<file path="config.mk">
export PLATFORM = sky130hd
export DESIGN_NAME = conv1d_ctrl_regs
export DESIGN_NICKNAME = d
export VERILOG_FILES = /design/src/rtl/conv1d_ctrl_regs.sv
export SDC_FILE = /design/constraint.sdc
export NUM_CORES = 1
export LEC_CHECK = 0
export ABC_AREA = 1
export CORE_MARGIN = 5
export CORE_UTILIZATION = 45
export DETAILED_ROUTE_END_ITERATION = 8
export DONT_BUFFER_PORTS = 1
export GPL_TIMING_DRIVEN = 0
export PLACE_DENSITY = 0.57
export SKIP_CTS_REPAIR_TIMING = 1
export SLEW_MARGIN = 15
export SYNTH_ARGS = -nofsm -noshare
export SYNTH_HDL_FRONTEND = slang
export SYNTH_SLANG_ARGS = --single-unit
</file>
<file path="constraint.sdc">
create_clock -name clk_i -period 2 [get_ports clk_i]
set_input_delay 0.3 -clock clk_i [delete_from_list [all_inputs] [get_ports clk_i]]
set_output_delay 0.3 -clock clk_i [all_outputs]
set_load 0.05 [all_outputs]
</file>
<file path="src/rtl/conv1d_ctrl_regs.sv">
// conv1d_ctrl_regs: control/status register responder for the conv1d accelerator.
// reg_req_i = {valid, write, wstrb[3:0], addr[31:0], wdata[31:0]}; reg_rsp_o = {error, ready, rdata[31:0]}.
// Optional busy-cycle counter at 0x1C is built when CONV1D_REGS_PERF_EN is defined.
module conv1d_ctrl_regs #(
    parameter int LEN_WIDTH = 16
) (
    input  logic                 clk_i,
    input  logic                 rst_ni,
    input  logic [69:0]          reg_req_i,
    output logic [33:0]          reg_rsp_o,
    output logic                 start_o,
    output logic                 clr_o,
    input  logic                 done_i,
    output logic [31:0]          src_addr_o,
    output logic [31:0]          dst_addr_o,
    output logic [LEN_WIDTH-1:0] in_len_o,
    output logic [LEN_WIDTH-1:0] ker_len_o,
    output logic                 irq_o
);

    localparam logic [7:0] OFF_CTRL    = 8'h00;
    localparam logic [7:0] OFF_STATUS  = 8'h04;
    localparam logic [7:0] OFF_SRC     = 8'h08;
    localparam logic [7:0] OFF_DST     = 8'h0C;
    localparam logic [7:0] OFF_IN_LEN  = 8'h10;
    localparam logic [7:0] OFF_KER_LEN = 8'h14;
    localparam logic [7:0] OFF_IRQ_EN  = 8'h18;
`ifdef CONV1D_REGS_PERF_EN
    localparam logic [7:0] OFF_PERF    = 8'h1C;
`endif

    typedef enum logic [0:0] {
        ST_IDLE = 1'b0,
        ST_RESP = 1'b1
    } state_t;

    function automatic logic [31:0] merge_bytes(input logic [31:0] old_val,
                                                input logic [31:0] new_val,
                                                input logic [3:0]  strb);
        logic [31:0] res;
        for (int i = 0; i < 4; i++) begin
            res[8*i +: 8] = strb[i] ? new_val[8*i +: 8] : old_val[8*i +: 8];
        end
        return res;
    endfunction

    state_t                state_r;
    logic                  ready_r;
    logic                  err_r;
    logic [31:0]           rdata_r;
    logic                  start_r;
    logic                  clr_r;
    logic [31:0]           src_addr_r;
    logic [31:0]           dst_addr_r;
    logic [LEN_WIDTH-1:0]  in_len_r;
    logic [LEN_WIDTH-1:0]  ker_len_r;
    logic                  irq_en_r;
    logic                  busy_r;
    logic                  done_r;
    logic                  irq_r;

    logic                  req_valid_s;
    logic                  req_write_s;
    logic [3:0]            req_wstrb_s;
    logic [7:0]            req_offset_s;
    logic [31:0]           req_wdata_s;
    logic                  unused_addr_s;
    logic                  access_s;
    logic                  start_bad_s;

    logic                  err_s;
    logic [31:0]           rdata_s;
    logic                  start_req_s;
    logic                  clr_req_s;
    logic                  w1c_s;
    logic                  src_we_s;
    logic                  dst_we_s;
    logic                  in_len_we_s;
    logic                  ker_len_we_s;
    logic                  irq_en_we_s;
    logic                  busy_n_s;
    logic                  done_n_s;
    logic                  irq_en_n_s;

    assign req_valid_s   = reg_req_i[69];
    assign req_write_s   = reg_req_i[68];
    assign req_wstrb_s   = reg_req_i[67:64];
    assign req_offset_s  = reg_req_i[39:32];
    assign req_wdata_s   = reg_req_i[31:0];
    assign unused_addr_s = ^reg_req_i[63:40];

    assign access_s    = (state_r == ST_IDLE) && req_valid_s;
    assign start_bad_s = busy_r
                         || (in_len_r == {LEN_WIDTH{1'b0}})
                         || (ker_len_r == {LEN_WIDTH{1'b0}})
                         || (ker_len_r > in_len_r);

`ifdef CONV1D_REGS_PERF_EN
    logic [31:0] perf_cnt_r;

    // Busy-cycle counter: restarts on an accepted START, saturates at all-ones.
    always_ff @(posedge clk_i or negedge rst_ni) begin
        if (!rst_ni) begin
            perf_cnt_r <= 32'h0000_0000;
        end else if (start_req_s) begin
            perf_cnt_r <= 32'h0000_0000;
        end else if (busy_r && (perf_cnt_r != 32'hFFFF_FFFF)) begin
            perf_cnt_r <= perf_cnt_r + 32'd1;
        end else begin
            perf_cnt_r <= perf_cnt_r;
        end
    end
`endif

    // Address decode: error classification, read data and per-register actions.
    always_comb begin
        err_s        = 1'b0;
        rdata_s      = 32'h0000_0000;
        start_req_s  = 1'b0;
        clr_req_s    = 1'b0;
        w1c_s        = 1'b0;
        src_we_s     = 1'b0;
        dst_we_s     = 1'b0;
        in_len_we_s  = 1'b0;
        ker_len_we_s = 1'b0;
        irq_en_we_s  = 1'b0;
        if (access_s) begin
            case (req_offset_s)
                OFF_CTRL: begin
                    if (req_write_s && req_wstrb_s[0]) begin
                        if (req_wdata_s[1]) begin
                            clr_req_s = 1'b1;
                        end else if (req_wdata_s[0]) begin
                            if (start_bad_s) begin
                                err_s = 1'b1;
                            end else begin
                                start_req_s = 1'b1;
                            end
                        end else begin
                            clr_req_s = 1'b0;
                        end
                    end else begin
                        rdata_s = 32'h0000_0000;
                    end
                end
                OFF_STATUS: begin
                    if (req_write_s) begin
                        // BUSY is read-only, so a write that sets bit0 is refused outright.
                        if (req_wstrb_s[0] && req_wdata_s[0]) begin
                            err_s = 1'b1;
                        end else begin
                            w1c_s = req_wstrb_s[0] && req_wdata_s[1];
                        end
                    end else begin
                        rdata_s = {30'h0, done_r, busy_r};
                    end
                end
                OFF_SRC: begin
                    if (req_write_s) begin
                        err_s    = busy_r;
                        src_we_s = !busy_r;
                    end else begin
                        rdata_s = src_addr_r;
                    end
                end
                OFF_DST: begin
                    if (req_write_s) begin
                        err_s    = busy_r;
                        dst_we_s = !busy_r;
                    end else begin
                        rdata_s = dst_addr_r;
                    end
                end
                OFF_IN_LEN: begin
                    if (req_write_s) begin
                        err_s       = busy_r;
                        in_len_we_s = !busy_r;
                    end else begin
                        rdata_s = 32'(in_len_r);
                    end
                end
                OFF_KER_LEN: begin
                    if (req_write_s) begin
                        err_s        = busy_r;
                        ker_len_we_s = !busy_r;
                    end else begin
                        rdata_s = 32'(ker_len_r);
                    end
                end
                OFF_IRQ_EN: begin
                    if (req_write_s) begin
                        irq_en_we_s = req_wstrb_s[0];
                    end else begin
                        rdata_s = {31'h0, irq_en_r};
                    end
                end
`ifdef CONV1D_REGS_PERF_EN
                OFF_PERF: begin
                    if (req_write_s) begin
                        err_s = 1'b1;
                    end else begin
                        rdata_s = perf_cnt_r;
                    end
                end
`endif
                default: begin
                    err_s = 1'b1;
                end
            endcase
        end else begin
            err_s = 1'b0;
        end
    end

    // Next BUSY/DONE: completion beats a same-cycle W1C, CLEAR beats everything.
    always_comb begin
        busy_n_s   = busy_r;
        done_n_s   = done_r;
        irq_en_n_s = irq_en_we_s ? req_wdata_s[0] : irq_en_r;
        if (w1c_s) begin
            done_n_s = 1'b0;
        end else begin
            done_n_s = done_r;
        end
        if (start_req_s) begin
            busy_n_s = 1'b1;
            done_n_s = 1'b0;
        end else begin
            busy_n_s = busy_n_s;
        end
        if (done_i && busy_r) begin
            busy_n_s = 1'b0;
            done_n_s = 1'b1;
        end else begin
            busy_n_s = busy_n_s;
        end
        if (clr_req_s) begin
            busy_n_s = 1'b0;
            done_n_s = 1'b0;
        end else begin
            done_n_s = done_n_s;
        end
    end

    // Bus handshake FSM with registered response and command pulses.
    always_ff @(posedge clk_i or negedge rst_ni) begin
        if (!rst_ni) begin
            state_r <= ST_IDLE;
            ready_r <= 1'b0;
            err_r   <= 1'b0;
            rdata_r <= 32'h0000_0000;
            start_r <= 1'b0;
            clr_r   <= 1'b0;
        end else begin
            start_r <= start_req_s;
            clr_r   <= clr_req_s;
            case (state_r)
                ST_IDLE: begin
                    if (req_valid_s) begin
                        state_r <= ST_RESP;
                        ready_r <= 1'b1;
                        err_r   <= err_s;
                        rdata_r <= err_s ? 32'h0000_0000 : rdata_s;
                    end else begin
                        ready_r <= 1'b0;
                        err_r   <= 1'b0;
                        rdata_r <= 32'h0000_0000;
                    end
                end
                ST_RESP: begin
                    state_r <= ST_IDLE;
                    ready_r <= 1'b0;
                    err_r   <= 1'b0;
                    rdata_r <= 32'h0000_0000;
                end
                default: begin
                    state_r <= ST_IDLE;
                    ready_r <= 1'b0;
                    err_r   <= 1'b0;
                    rdata_r <= 32'h0000_0000;
                end
            endcase
        end
    end

    // Configuration, status and interrupt registers.
    always_ff @(posedge clk_i or negedge rst_ni) begin
        if (!rst_ni) begin
            src_addr_r <= 32'h0000_0000;
            dst_addr_r <= 32'h0000_0000;
            in_len_r   <= {LEN_WIDTH{1'b0}};
            ker_len_r  <= {LEN_WIDTH{1'b0}};
            irq_en_r   <= 1'b0;
            busy_r     <= 1'b0;
            done_r     <= 1'b0;
            irq_r      <= 1'b0;
        end else begin
            if (src_we_s) begin
                src_addr_r <= merge_bytes(src_addr_r, req_wdata_s, req_wstrb_s);
            end else begin
                src_addr_r <= src_addr_r;
            end
            if (dst_we_s) begin
                dst_addr_r <= merge_bytes(dst_addr_r, req_wdata_s, req_wstrb_s);
            end else begin
                dst_addr_r <= dst_addr_r;
            end
            if (in_len_we_s) begin
                in_len_r <= LEN_WIDTH'(merge_bytes(32'(in_len_r), req_wdata_s, req_wstrb_s));
            end else begin
                in_len_r <= in_len_r;
            end
            if (ker_len_we_s) begin
                ker_len_r <= LEN_WIDTH'(merge_bytes(32'(ker_len_r), req_wdata_s, req_wstrb_s));
            end else begin
                ker_len_r <= ker_len_r;
            end
            irq_en_r <= irq_en_n_s;
            busy_r   <= busy_n_s;
            done_r   <= done_n_s;
            irq_r    <= done_n_s & irq_en_n_s;
        end
    end

    assign reg_rsp_o  = {err_r, ready_r, rdata_r};
    assign start_o    = start_r;
    assign clr_o      = clr_r;
    assign src_addr_o = src_addr_r;
    assign dst_addr_o = dst_addr_r;
    assign in_len_o   = in_len_r;
    assign ker_len_o  = ker_len_r;
    assign irq_o      = irq_r;

endmodule
</file>
* Yosys cells after proc, flatten, opt, wreduce, memory -nomap -nowiden
Cells that the tools add are included.
** Word-level totals
- Bits in registers :: 136
- Bits in latches :: 0
- Bits in writable memories :: 0
- Memory bits (read-only) :: 0
- Input bits :: 73
- Output and inout port bits :: 133
- Logic and storage cells :: 114
- Memories kept :: 0
** Cells by class
- Add/sub/neg operators :: 0
- Multiply operators :: 0
- Divide/modulo/power cells :: 0
- Order comparisons :: 1
- Equality and inequality tests :: 6
- Shift-type cells :: 0
- Muxes and demuxes :: 58
- Bitwise logic cells :: 2
- Reduce and logical (&&, ||, !) cells :: 26
** Operator list (number)
- 32-bit one-hot mux with 6 select lines :: 1
- 32-bit two-way mux :: 5
- 32-bit one-hot mux with 2 select lines :: 1
- 1-bit two-way mux :: 45
- 16-bit zero test :: 2
- 16-bit two-way mux :: 2
- 8-bit by 5-bit == test with 1-bit output, second input constant :: 3
- 2-bit AND reduction :: 12
- 8-bit by 4-bit == test with 1-bit output, second input constant :: 2
- 16-bit greater-than comparator :: 1
- 8-bit by 3-bit == test with 1-bit output, second input constant :: 1
- 8-bit zero test :: 1
- 1-bit logical AND :: 5
- 1-bit one-hot mux with 2 select lines :: 2
- 1-bit one-hot mux with 4 select lines :: 1
- 4-bit OR reduction :: 1
- 1-bit logical OR :: 3
- 3-bit nonzero test :: 1
- 2-bit two-way mux :: 1
- 1-bit AND :: 1
- 1-bit zero test :: 1
- 1-bit inverter :: 1

* Longest topological paths before layout
Gate-level depths: netlist of the first run.
- Depth after elaboration :: 14
- Depth in mapped cells :: 17
- Depth with buffers taken out :: 17

* Worst setup path before layout of the first run
No wires, ideal clock.
- Path kind :: register to register
- From :: reg in_len_r[7], in the netlist in_len_o[7]
- To :: reg irq_r, in the netlist irq_o
- Setup time :: 0.125 ns
- Arrival :: 1.816 ns
- Required time :: 1.875 ns
- Slack :: 0.058 ns
- Stages on the path, launching flop included :: 14
- Path buffers :: 0
- Period minus slack after synthesis :: 1.942 ns
- Cells stage by stage :: dfrtp_1 inv_1 ha_1 a21o_1 nor2_1 nand2_1 nand2_1 nand2_1 nand2_1 nand3_1 nand2_1 nand2_1 nand2_1 nor2_1
** On the way
- Cells in the longest elaborated chain, start to end :: 14
- Elaborated cells on any way between the ends :: 15
- Classes of those cells :: order compare (1); mux (9); bitwise (1); reduce/logical (4)
** RTL lines
- from (decl) :: line 55 : logic [LEN_WIDTH-1:0] in_len_r;
- from (signal assigned) :: line 291 : in_len_r <= {LEN_WIDTH{1'b0}};
- from (signal assigned) :: line 309 : in_len_r <= LEN_WIDTH'(merge_bytes(32'(in_len_r), req_wdata_s, req_wstrb_s));
- from (signal assigned) :: line 311 : in_len_r <= in_len_r;
- parallel branches: the longest is 3 deep, another holds 16-bit greater-than comparator
- 1-bit logical OR (*) :: line 96 : || (ker_len_r > in_len_r);
- 1-bit two-way mux (*) :: line 134 : if (start_bad_s) begin
- 1-bit two-way mux (*) :: line 133 : end else if (req_wdata_s[0]) begin
- 1-bit two-way mux (*) :: line 131 : if (req_wdata_s[1]) begin
- 1-bit two-way mux (*) :: line 130 : if (req_write_s && req_wstrb_s[0]) begin
- 1-bit two-way mux (*) :: line 128 : case (req_offset_s)
- 1-bit two-way mux (*) :: line 127 : if (access_s) begin
- 1-bit two-way mux (*) :: line 225 : if (start_req_s) begin
- 1-bit two-way mux (*) :: line 231 : if (done_i && busy_r) begin
- 1-bit two-way mux (*) :: line 237 : if (clr_req_s) begin
- 1-bit AND (*) :: line 321 : irq_r <= done_n_s & irq_en_n_s;
- to (signal assigned) :: line 321
- to (decl) :: line 60 : logic irq_r;
Every way passes the cells marked *.
A chain may end at the register's enable or synchronous reset.

==> results of run 1 <==
[routing by layer]
layer  wire length, um  up-vias  part of all wire [%]
met2              8640      204                    48
met5                 0        -                     0
met3              1650       25                   9.2
li1                  -     2305                     -
met1              7440     2393                    41
met4               312        0                   1.7
[registers in the layout, indices dropped and copies added (netlist names), 16 cells and up]
name,count
dst_addr_o,32
in_len_o,16
ker_len_o,16
rdata_r,32
src_addr_o,32
[metrics by stage]
| step | worst slack [ps] | total power [W] | hold WS (ps) |
|---|---|---|---|
| floorplan | 58.4 | 0.00306 | 4.41 |
| global placement | -333 | 0.00310 | 9.59 |
| detailed placement | -339 | 0.00310 | 10.4 |
| CTS | -364 | 0.00602 | -440 |
| global route | -113 | 0.00619 | -449 |
| finish | -4.38 | 0.00597 | -419 |
[placed cells by master (no fill, tap or decap), types with 3 or more instances in the layout]
| cell | netlist | layout |
|---|---|---|
| sky130_fd_sc_hd__a41oi_1 | 14 | 14 |
| sky130_fd_sc_hd__a21oi_1 | 28 | 26 |
| sky130_fd_sc_hd__o21ai_0 | 6 | 5 |
| sky130_fd_sc_hd__buf_2 | 15 | 15 |
| sky130_fd_sc_hd__clkinv_4 | 0 | 3 |
| sky130_fd_sc_hd__buf_4 | 3 | 3 |
| sky130_fd_sc_hd__inv_2 | 12 | 21 |
| sky130_fd_sc_hd__ha_1 | 16 | 12 |
| sky130_fd_sc_hd__dfrtp_2 | 0 | 32 |
| sky130_fd_sc_hd__nand2_1 | 224 | 222 |
| sky130_fd_sc_hd__o21ai_1 | 96 | 97 |
| sky130_fd_sc_hd__clkbuf_16 | 0 | 17 |
| sky130_fd_sc_hd__buf_1 | 3 | 3 |
| sky130_fd_sc_hd__clkinv_2 | 0 | 5 |
| sky130_fd_sc_hd__clkbuf_1 | 5 | 7 |
| sky130_fd_sc_hd__nor2_1 | 28 | 28 |
| sky130_fd_sc_hd__nand3_1 | 9 | 7 |
| sky130_fd_sc_hd__dfrtp_1 | 136 | 104 |
| sky130_fd_sc_hd__nand4_1 | 11 | 11 |
| sky130_fd_sc_hd__ha_4 | 0 | 4 |
| sky130_fd_sc_hd__clkinvlp_4 | 0 | 3 |
| sky130_fd_sc_hd__nand3_2 | 11 | 13 |
| sky130_fd_sc_hd__inv_1 | 64 | 55 |
[cell type report]
cell class	instances	area, um2	share of cell area, %
inverters	77	289	4.16
clock buffers	20	447	6.43
flip-flops and latches	136	3440	49.6
repair buffers	1	7.51	0.108
well taps	176	220	3.17
plain buffers	26	131	1.89
clock inverters	12	104	1.49
multi-input cells	454	2300	33.2
[report_power, final]
part           total (W)  switching [W]  internal, W
combinational   0.000179       0.000121    0.0000572
clock            0.00291        0.00118      0.00173
sequential       0.00289       0.000107      0.00278
[path summary, 6_finish.rpt]
| check | slack (ps) | endpoint |
|---|---|---|
| worst min-delay path | -420 | in_len_o[7] |
| worst max register to register | -4 | dst_addr_o[6] |
| worst max-delay path | -4 | dst_addr_o[6] |
| max in group asynchronous | 2070 | in_len_o[5] |
| min in group clk_i | 40 | src_addr_o[29] |
| worst min register to register | 500 | ready_r |
[cell families (layout without fill, tap and decap cells)]
logic type / count (synthesis) / in the layout / synth area share (%)
simple gates: 289 / 289 / 20.2
compound gates: 149 / 149 / 13.4
flops: 136 / 136 / 56.3
buf+inv: 103 / 136 / 6.89
fa+ha+maj: 16 / 16 / 3.31
==> results.toml, run 1 <==
[status]
run_status = "complete, but fails checks"
failed_checks = "negative hold slack, negative setup slack"

[pwr]
power-per-cell-area_nw_per_um2 = 860
cellLeakagePower_nw = 3.10
maximum_vdd_drop_uv = 445

[grt]
global_route.usage.met2_pct = 35.7
grt_busiest_layer = "met2"
number_of_global_route_vias_before_repair = 4806
grt_overflow_total = 0
grt_util_met1_pct = 29.1
grt_first_pass_wirelength_um = 28100
gr-usage-all-layers_pct = 22.8
grt_max_degree = 137
grt_use_met3_pct = 9.14
grt_antenna_before_repair = 0

[placed_design]
dp_cells = 869
dpl.hpwl_um = 12700
place.port_buffers = 0
detailed_place.area_um2 = 6270
gpl.final_weighted_congestion = 0.894

[finish]
final_layout_size_suffix_gt1_share_pct = 17.5
nNetsFinal = 802
insertedDiodeCount = 0
fillers = 1244
post-route-cell-area_um2 = 6950
finish.utilization_pct = 52.7
final_cells = 902
layout-area-overhead-vs-synth_pct = 14.9

[floorplanning]
die_width_um = 126
io_pins = 206
core_area_um2 = 13200
initial_core_util_pct = 45.8
rows = 42
die_y_um = 126
die_area_um2 = 15900

[yosys]
synthMostInstantiatedCell = "sky130_fd_sc_hd__nand2_1"
synthCells = 693
synth_top_area_share_pct = 56.3
mappedNetlistArea_um2 = 6050
synth_flop_cell = "sky130_fd_sc_hd__dfrtp_1"
postSynth.asyncResetShare_pct = 100
yosys-top-cells-area = "sky130_fd_sc_hd__dfrtp_1 (56%), sky130_fd_sc_hd__nand2_1 (14%), sky130_fd_sc_hd__o21ai_1 (7.9%)"
top_cells_by_count_synth = "sky130_fd_sc_hd__nand2_1 (224), sky130_fd_sc_hd__dfrtp_1 (136), sky130_fd_sc_hd__o21ai_1 (96)"
synth.avg_cell_area_um2 = 8.73
syn-num-nets = 782
yosysUniqueCellTypes = 26
synth_edf_count = 0
synth_sequential_area_ratio_pct = 56.3
synth.yosys.warnings = 0
post-synth-top-area-cell = "sky130_fd_sc_hd__dfrtp_1"
ys_seq_elements = 136

[routing]
routed_wire_length_per_instance_um = 20.0
drt_iter0_markers = 429
post-route-drc-count = 0
total_iterations_of_the_first_detailed_routing_run = 5
vias = 4927
detail-route-antenna-nets = 0
routed_via_density = 5.46
drt-total-wl_um = 18000

[timing]
finClkSkew_ps = 8.63
relative_slew_margins_pct = 49.9
final-hold-violation-count = 136
finalWorstSetupSlack_ps = -4.38
fmax_mhz = 499
tns_ps = -4.38
worst_margin_pin_slew_ps = 751
rsz0062_at_grt = "true"
period_needed_ps = 2000
timing.final.setup_violations = 1
hold_slack_ps = -419
slew_viol_final = 0
final_min_period_over_clock_period_pct = 100

[critical_path]
slowest_delay_ps = 400
path_delay_family = "simple AND/OR/NAND/NOR gates"
critical_path.n_buffers_inverters = 3
cp_cell_sequence = "nor2_4, inv_2, nor3_2, buf_6, nand3_2, buf_2, nand2_1, o21ai_1"
start_kind = "flip-flop"
worst_path_max_delay_cell = "sky130_fd_sc_hd__dfrtp_1"
path_depth = 8
worstPathMaxFanout = 10
path_class = "flip-flop to flip-flop"
cp_launch_point = "ready_r"
worstPathRequired_ps = 2290
cp_data_arrival_time_ps = 2300
setup.worst_path.end_class = "flip-flop"
reg2reg_depth = 8
regToRegStartpoint = "ready_r"

[cts]
tritoncts_num_sinks = 136
cts-root-to-sink-buffers = 2
clkSlewWorstSetupHoldPaths_ps = 60
tritoncts.num_buffers = 17
cts_root_buf = "sky130_fd_sc_hd__clkbuf_16"
cts_tree = "done"
cts_htree_levels = 4
worst_skew_pair.late_latency_ps = 420

[min_path]
timing.hold.worst.class = "input pin to async pin"

[run]
timing.max_cap.violations = 0
(Power assumes the default switching activity.)
==> run 2, diff against run 1 <==
Settings changed: CORE_UTILIZATION 45 to 63, PLACE_DENSITY 0.57 to 0.76.
==> results.toml, run 2 (synthesis gave the netlist of run 1 again) <==
[timing]
relative_slew_margins_pct = 49.2
final_min_period_over_clock_period_pct = 102
final-hold-violation-count = 145
finClkSkew_ps = 10.4
period_needed_ps = 2040
timing.final.setup_violations = 2
worst_margin_pin_slew_ps = 762
tns_ps = -69.4
hold_slack_ps = -521
fmax_mhz = 491
slew_viol_final = 0
finalWorstSetupSlack_ps = -36.1
rsz0062_at_grt = "true"

[cts]
cts_root_buf = "sky130_fd_sc_hd__clkbuf_8"
worst_skew_pair.late_latency_ps = 520
tritoncts.num_buffers = 17
cts_htree_levels = 4
tritoncts_num_sinks = 136
cts_tree = "done"
cts-root-to-sink-buffers = 2
clkSlewWorstSetupHoldPaths_ps = 70

[status]
failed_checks = "negative hold slack, negative setup slack"
run_status = "complete, but fails checks"

[finish]
finish.utilization_pct = 77.0
final_layout_size_suffix_gt1_share_pct = 17.6
layout.cells.most_common = "sky130_fd_sc_hd__nand2_1"
layout-area-overhead-vs-synth_pct = 18.2
nNetsFinal = 825
post-route-cell-area_um2 = 7150
insertedDiodeCount = 0
layout_common_cells = "sky130_fd_sc_hd__nand2_1 (220), sky130_fd_sc_hd__dfrtp_1 (106), sky130_fd_sc_hd__o21ai_1 (97), sky130_fd_sc_hd__inv_1 (56), sky130_fd_sc_hd__dfrtp_2 (30)"

[critical_path]
regToRegStartpoint = "in_len_o[11]"
worstPathMaxFanout = 4
start_kind = "flip-flop"
r2r_end = "irq_o"
path_class = "flip-flop to flip-flop"
setup.worst_path.end_class = "flip-flop"
reg2reg_depth = 11
worstPathRequired_ps = 2400
cp_data_arrival_time_ps = 2440
regToRegSetupSlack_ps = -40

[grt]
grt_antenna_before_repair = 0
grt_overflow_total = 0
number_of_global_route_vias_before_repair = 5168
grt_max_degree = 137
gr-usage-all-layers_pct = 30.4
grt_first_pass_wirelength_um = 27000

[placed_design]
place.port_buffers = 0
dp_worst_setup_slack_ps = -315
detailed_place.area_um2 = 6210
gpl.final_weighted_congestion = 0.904
dpl.hpwl_um = 12100

[floorplanning]
initial_core_util_pct = 65.1
io_pins = 206
die_width_um = 108
die_area_um2 = 11700
core_area_um2 = 9280
die_y_um = 108
rows = 35

[routing]
detail-route-antenna-nets = 0
post-route-drc-count = 0
drt-total-wl_um = 17600
vias = 5247
total_iterations_of_the_first_detailed_routing_run = 5
drt_iter0_markers = 429
routed_via_density = 5.98
routed_wire_length_per_instance_um = 20.0

[pwr]
cellLeakagePower_nw = 3.21
power-per-cell-area_nw_per_um2 = 861
maximum_vdd_drop_uv = 844

[min_path]
timing.hold.worst.class = "input pin to async pin"

[run]
timing.max_cap.violations = 0
-- run 2: changes by cell type in the layout (fill, tap and decap cells not counted), moves of 2 or more --
cell	before	now
sky130_fd_sc_hd__nor2_2	0	2
sky130_fd_sc_hd__clkinv_4	3	1
sky130_fd_sc_hd__dfrtp_2	32	30
sky130_fd_sc_hd__dlygate4sd3_1	0	22
sky130_fd_sc_hd__clkbuf_1	7	5
sky130_fd_sc_hd__inv_6	0	6
sky130_fd_sc_hd__nand2_2	2	4
sky130_fd_sc_hd__nand2_1	222	220
sky130_fd_sc_hd__nor2_1	28	26
sky130_fd_sc_hd__dfrtp_1	104	106
sky130_fd_sc_hd__inv_8	0	3
sky130_fd_sc_hd__clkinv_2	5	0
-- run 2: where the power goes --
part           leakage (nW)  total, W  switching (W)  internal [W]
Sequential             1.83   0.00288       0.000107       0.00278
Combinational          1.11  0.000230       0.000140     0.0000901
Clock                 0.276   0.00304        0.00131       0.00173
Total                  3.21   0.00615        0.00155       0.00460
-- run 2: metrics by stage --
stage          cells  total power, W
3_5_place_dp     822         0.00310
6_report         878         0.00615
5_1_grt          878         0.00632
4_1_cts          854         0.00611
2_1_floorplan    693         0.00306
3_3_place_gp     822         0.00309
-- run 2: worst max-delay path by stage --
| stage | start | to | slack, ps | depth (start not counted) |
|---|---|---|---|---|
| final | in_len_o[11] | irq_o | -40 | 11 |
| after global routing | in_len_o[11] | irq_o | -160 | 12 |
| after CTS | in_len_o[10] | irq_o | -350 | 11 |
| after detailed placement | in_len_o[15] | irq_o | -320 | 11 |
| after global placement | in_len_o[15] | irq_o | -290 | 11 |
| after floorplan | in_len_o[7] | irq_o | 60 | 13 |
-- run 2: worst max-delay path, stage by stage (launching register included) --
cell and delay (ps):
sky130_fd_sc_hd__dfrtp_2 560, sky130_fd_sc_hd__inv_2 100, sky130_fd_sc_hd__ha_4 290, sky130_fd_sc_hd__nand4_1 160
sky130_fd_sc_hd__nor3_4 240, sky130_fd_sc_hd__nand3_2 100, sky130_fd_sc_hd__nand2_2 120, sky130_fd_sc_hd__nand3_2 100
sky130_fd_sc_hd__nand2_1 70, sky130_fd_sc_hd__nand2_1 60, sky130_fd_sc_hd__nand2_2 70, sky130_fd_sc_hd__nor2_2 40
-- run 2: layout make-up --
| class | instances | area (um2) |
|---|---|---|
| Timing Repair Buffer | 24 | 235 |
| Sequential cell | 136 | 3440 |
| Clock inverter | 14 | 148 |
| Inverter | 77 | 289 |
| Fill cell | 648 | 2130 |
| Multi-Input combinational cell | 454 | 2320 |
| Buffer | 26 | 131 |
| Clock buffer | 18 | 428 |
| Tap cell | 129 | 161 |
-- run 2: metal layers --
layer	up-vias	wire, um	GRT usage [%]
li1	2350	-	-
met1	2548	6550	40.2
met2	307	8450	47.6
met3	42	2150	9.61
met4	0	422	10.7
met5	-	0	0
==> run 3, diff against run 2 <==
Settings changed: MAX_ROUTING_LAYER from default to met4, TNS_END_PERCENT from default to 1.
==> results.toml, run 3 (synthesis gave the netlist of run 1 again) <==
[finish]
nNetsFinal = 830
finish.utilization_pct = 77.4
layout.cells.most_common = "sky130_fd_sc_hd__nand2_1"
final_layout_size_suffix_gt1_share_pct = 17.7
regArea_um2 = 3440
insertedDiodeCount = 0
layout-area-overhead-vs-synth_pct = 18.8
layout_common_cells = "sky130_fd_sc_hd__nand2_1 (221), sky130_fd_sc_hd__dfrtp_1 (104), sky130_fd_sc_hd__o21ai_1 (97), sky130_fd_sc_hd__inv_1 (53), sky130_fd_sc_hd__dfrtp_2 (32)"
fillers = 629
multiInputGateArea_um2 = 2350

[timing]
rsz0062_at_grt = "true"
worst_margin_pin_slew_ps = 661
hold_slack_ps = -530
period_needed_ps = 2020
final_min_period_over_clock_period_pct = 101
slew_viol_final = 0
relative_slew_margins_pct = 55.9
finClkSkew_ps = 8.93
final-hold-violation-count = 140
tns_ps = -26.6
finalWorstSetupSlack_ps = -15.6
timing.final.setup_violations = 3
fmax_mhz = 496

[routing]
highest-signal-layer = "met4"
wl_met3_um = 2070
detailroute.wirelength.met2_um = 8470
vias = 5194
total_iterations_of_the_first_detailed_routing_run = 5
detail-route-antenna-nets = 0
post-route-drc-count = 0
drt-total-wl_um = 17700
route.layer.met1.wl_um = 6740
drt_iter0_markers = 369
routed_via_density = 5.90
routed_wire_length_per_instance_um = 20.0

[status]
run_status = "complete, but fails checks"
failed_checks = "negative hold slack, negative setup slack"

[pwr]
maximum_vdd_drop_uv = 933
cellLeakagePower_nw = 3.19
report.power.total_w = 0.00592
power-per-cell-area_nw_per_um2 = 824

[critical_path]
worstPathRequired_ps = 2410
worstPathMaxFanout = 10
path_class = "flip-flop to flip-flop"
setup.worst_path.end_class = "flip-flop"
cp_data_arrival_time_ps = 2420
start_kind = "flip-flop"

[cts]
worst_skew_pair.late_latency_ps = 530
cts-root-to-sink-buffers = 2
tritoncts.num_buffers = 17
cts_tree = "done"
cts_root_buf = "sky130_fd_sc_hd__clkbuf_8"
clkSlewWorstSetupHoldPaths_ps = 60
tritoncts_num_sinks = 136
cts_htree_levels = 4

[floorplanning]
io_pins = 206
initial_core_util_pct = 65.1
die_width_um = 108
rows = 35
core_area_um2 = 9280
die_y_um = 108
die_area_um2 = 11700

[placed_design]
dpl.hpwl_um = 11900
gpl.final_weighted_congestion = 0.935
place.port_buffers = 0

[grt]
grt_antenna_before_repair = 0
grt_first_pass_wirelength_um = 27100
grt_overflow_total = 0
number_of_global_route_vias_before_repair = 5087
gr-usage-all-layers_pct = 31.6
grt_max_degree = 137

[run]
timing.max_cap.violations = 0

[min_path]
timing.hold.worst.class = "input pin to async pin"
## run 3: cell count changes in the layout (fill, tap and decap cells not counted), sizes merged
cell / previous run / this run
dlygate4sd3: 22 / 27
clkinv: 2 / 6
inv: 85 / 77
clkinvlp: 3 / 5
## run 3: layout make-up
class                   instances  area share, %
multi-input cells             454           32.8
flip-flops and latches        136           47.9
clock buffers                  18           5.82
plain buffers                  26           1.78
clock inverters                12           1.46
repair buffers                 29           3.97
well taps                     129           2.25
inverters                      77           4.02
## run 3: final timing paths
check	startpoint	slack, ps	to	cells after the start
worst min register to register	ready_r	610	err_r	3
max in group asynchronous	rst_ni	2310	irq_o	0
worst max-delay path	ready_r	-20	src_addr_o[15]	8
min in group clk_i	reg_req_i[15]	-10	dst_addr_o[15]	2
worst min-delay path	rst_ni	-530	dst_addr_o[7]	0
worst max register to register	ready_r	-20	src_addr_o[15]	8
## run 3: report_power, final
group	internal, W	total, W	switching (W)
logic	0.0000926	0.000230	0.000138
registers	0.00278	0.00289	0.000107
clock network	0.00163	0.00280	0.00118
## run 3: per-layer routing
metal  GRT usage (%)  vias to the layer above
li1                -                     2350
met1            40.6                     2500
met2            47.9                      296
met3            10.9                       48
met4            9.29                        0
met5               -                        -
## run 3: worst max-delay path: stages (launching register included)
cell and delay (ps):
sky130_fd_sc_hd__dfrtp_1 400, sky130_fd_sc_hd__nor2_4 180, sky130_fd_sc_hd__inv_2 80, sky130_fd_sc_hd__nor3_2 280, sky130_fd_sc_hd__buf_4 290, sky130_fd_sc_hd__nand3_2 240, sky130_fd_sc_hd__buf_2 290, sky130_fd_sc_hd__nand2_1 80
sky130_fd_sc_hd__o21ai_1 70
## run 3: stage by stage
step / cells / area (um2) / worst slack (ps)
after floorplan: 693 / 6050 / 58.4
after global placement: 822 / 6210 / -296
after detailed placement: 822 / 6210 / -301
after CTS: 852 / 6730 / -330
after global routing: 881 / 7180 / -170
final: 881 / 7180 / -15.6
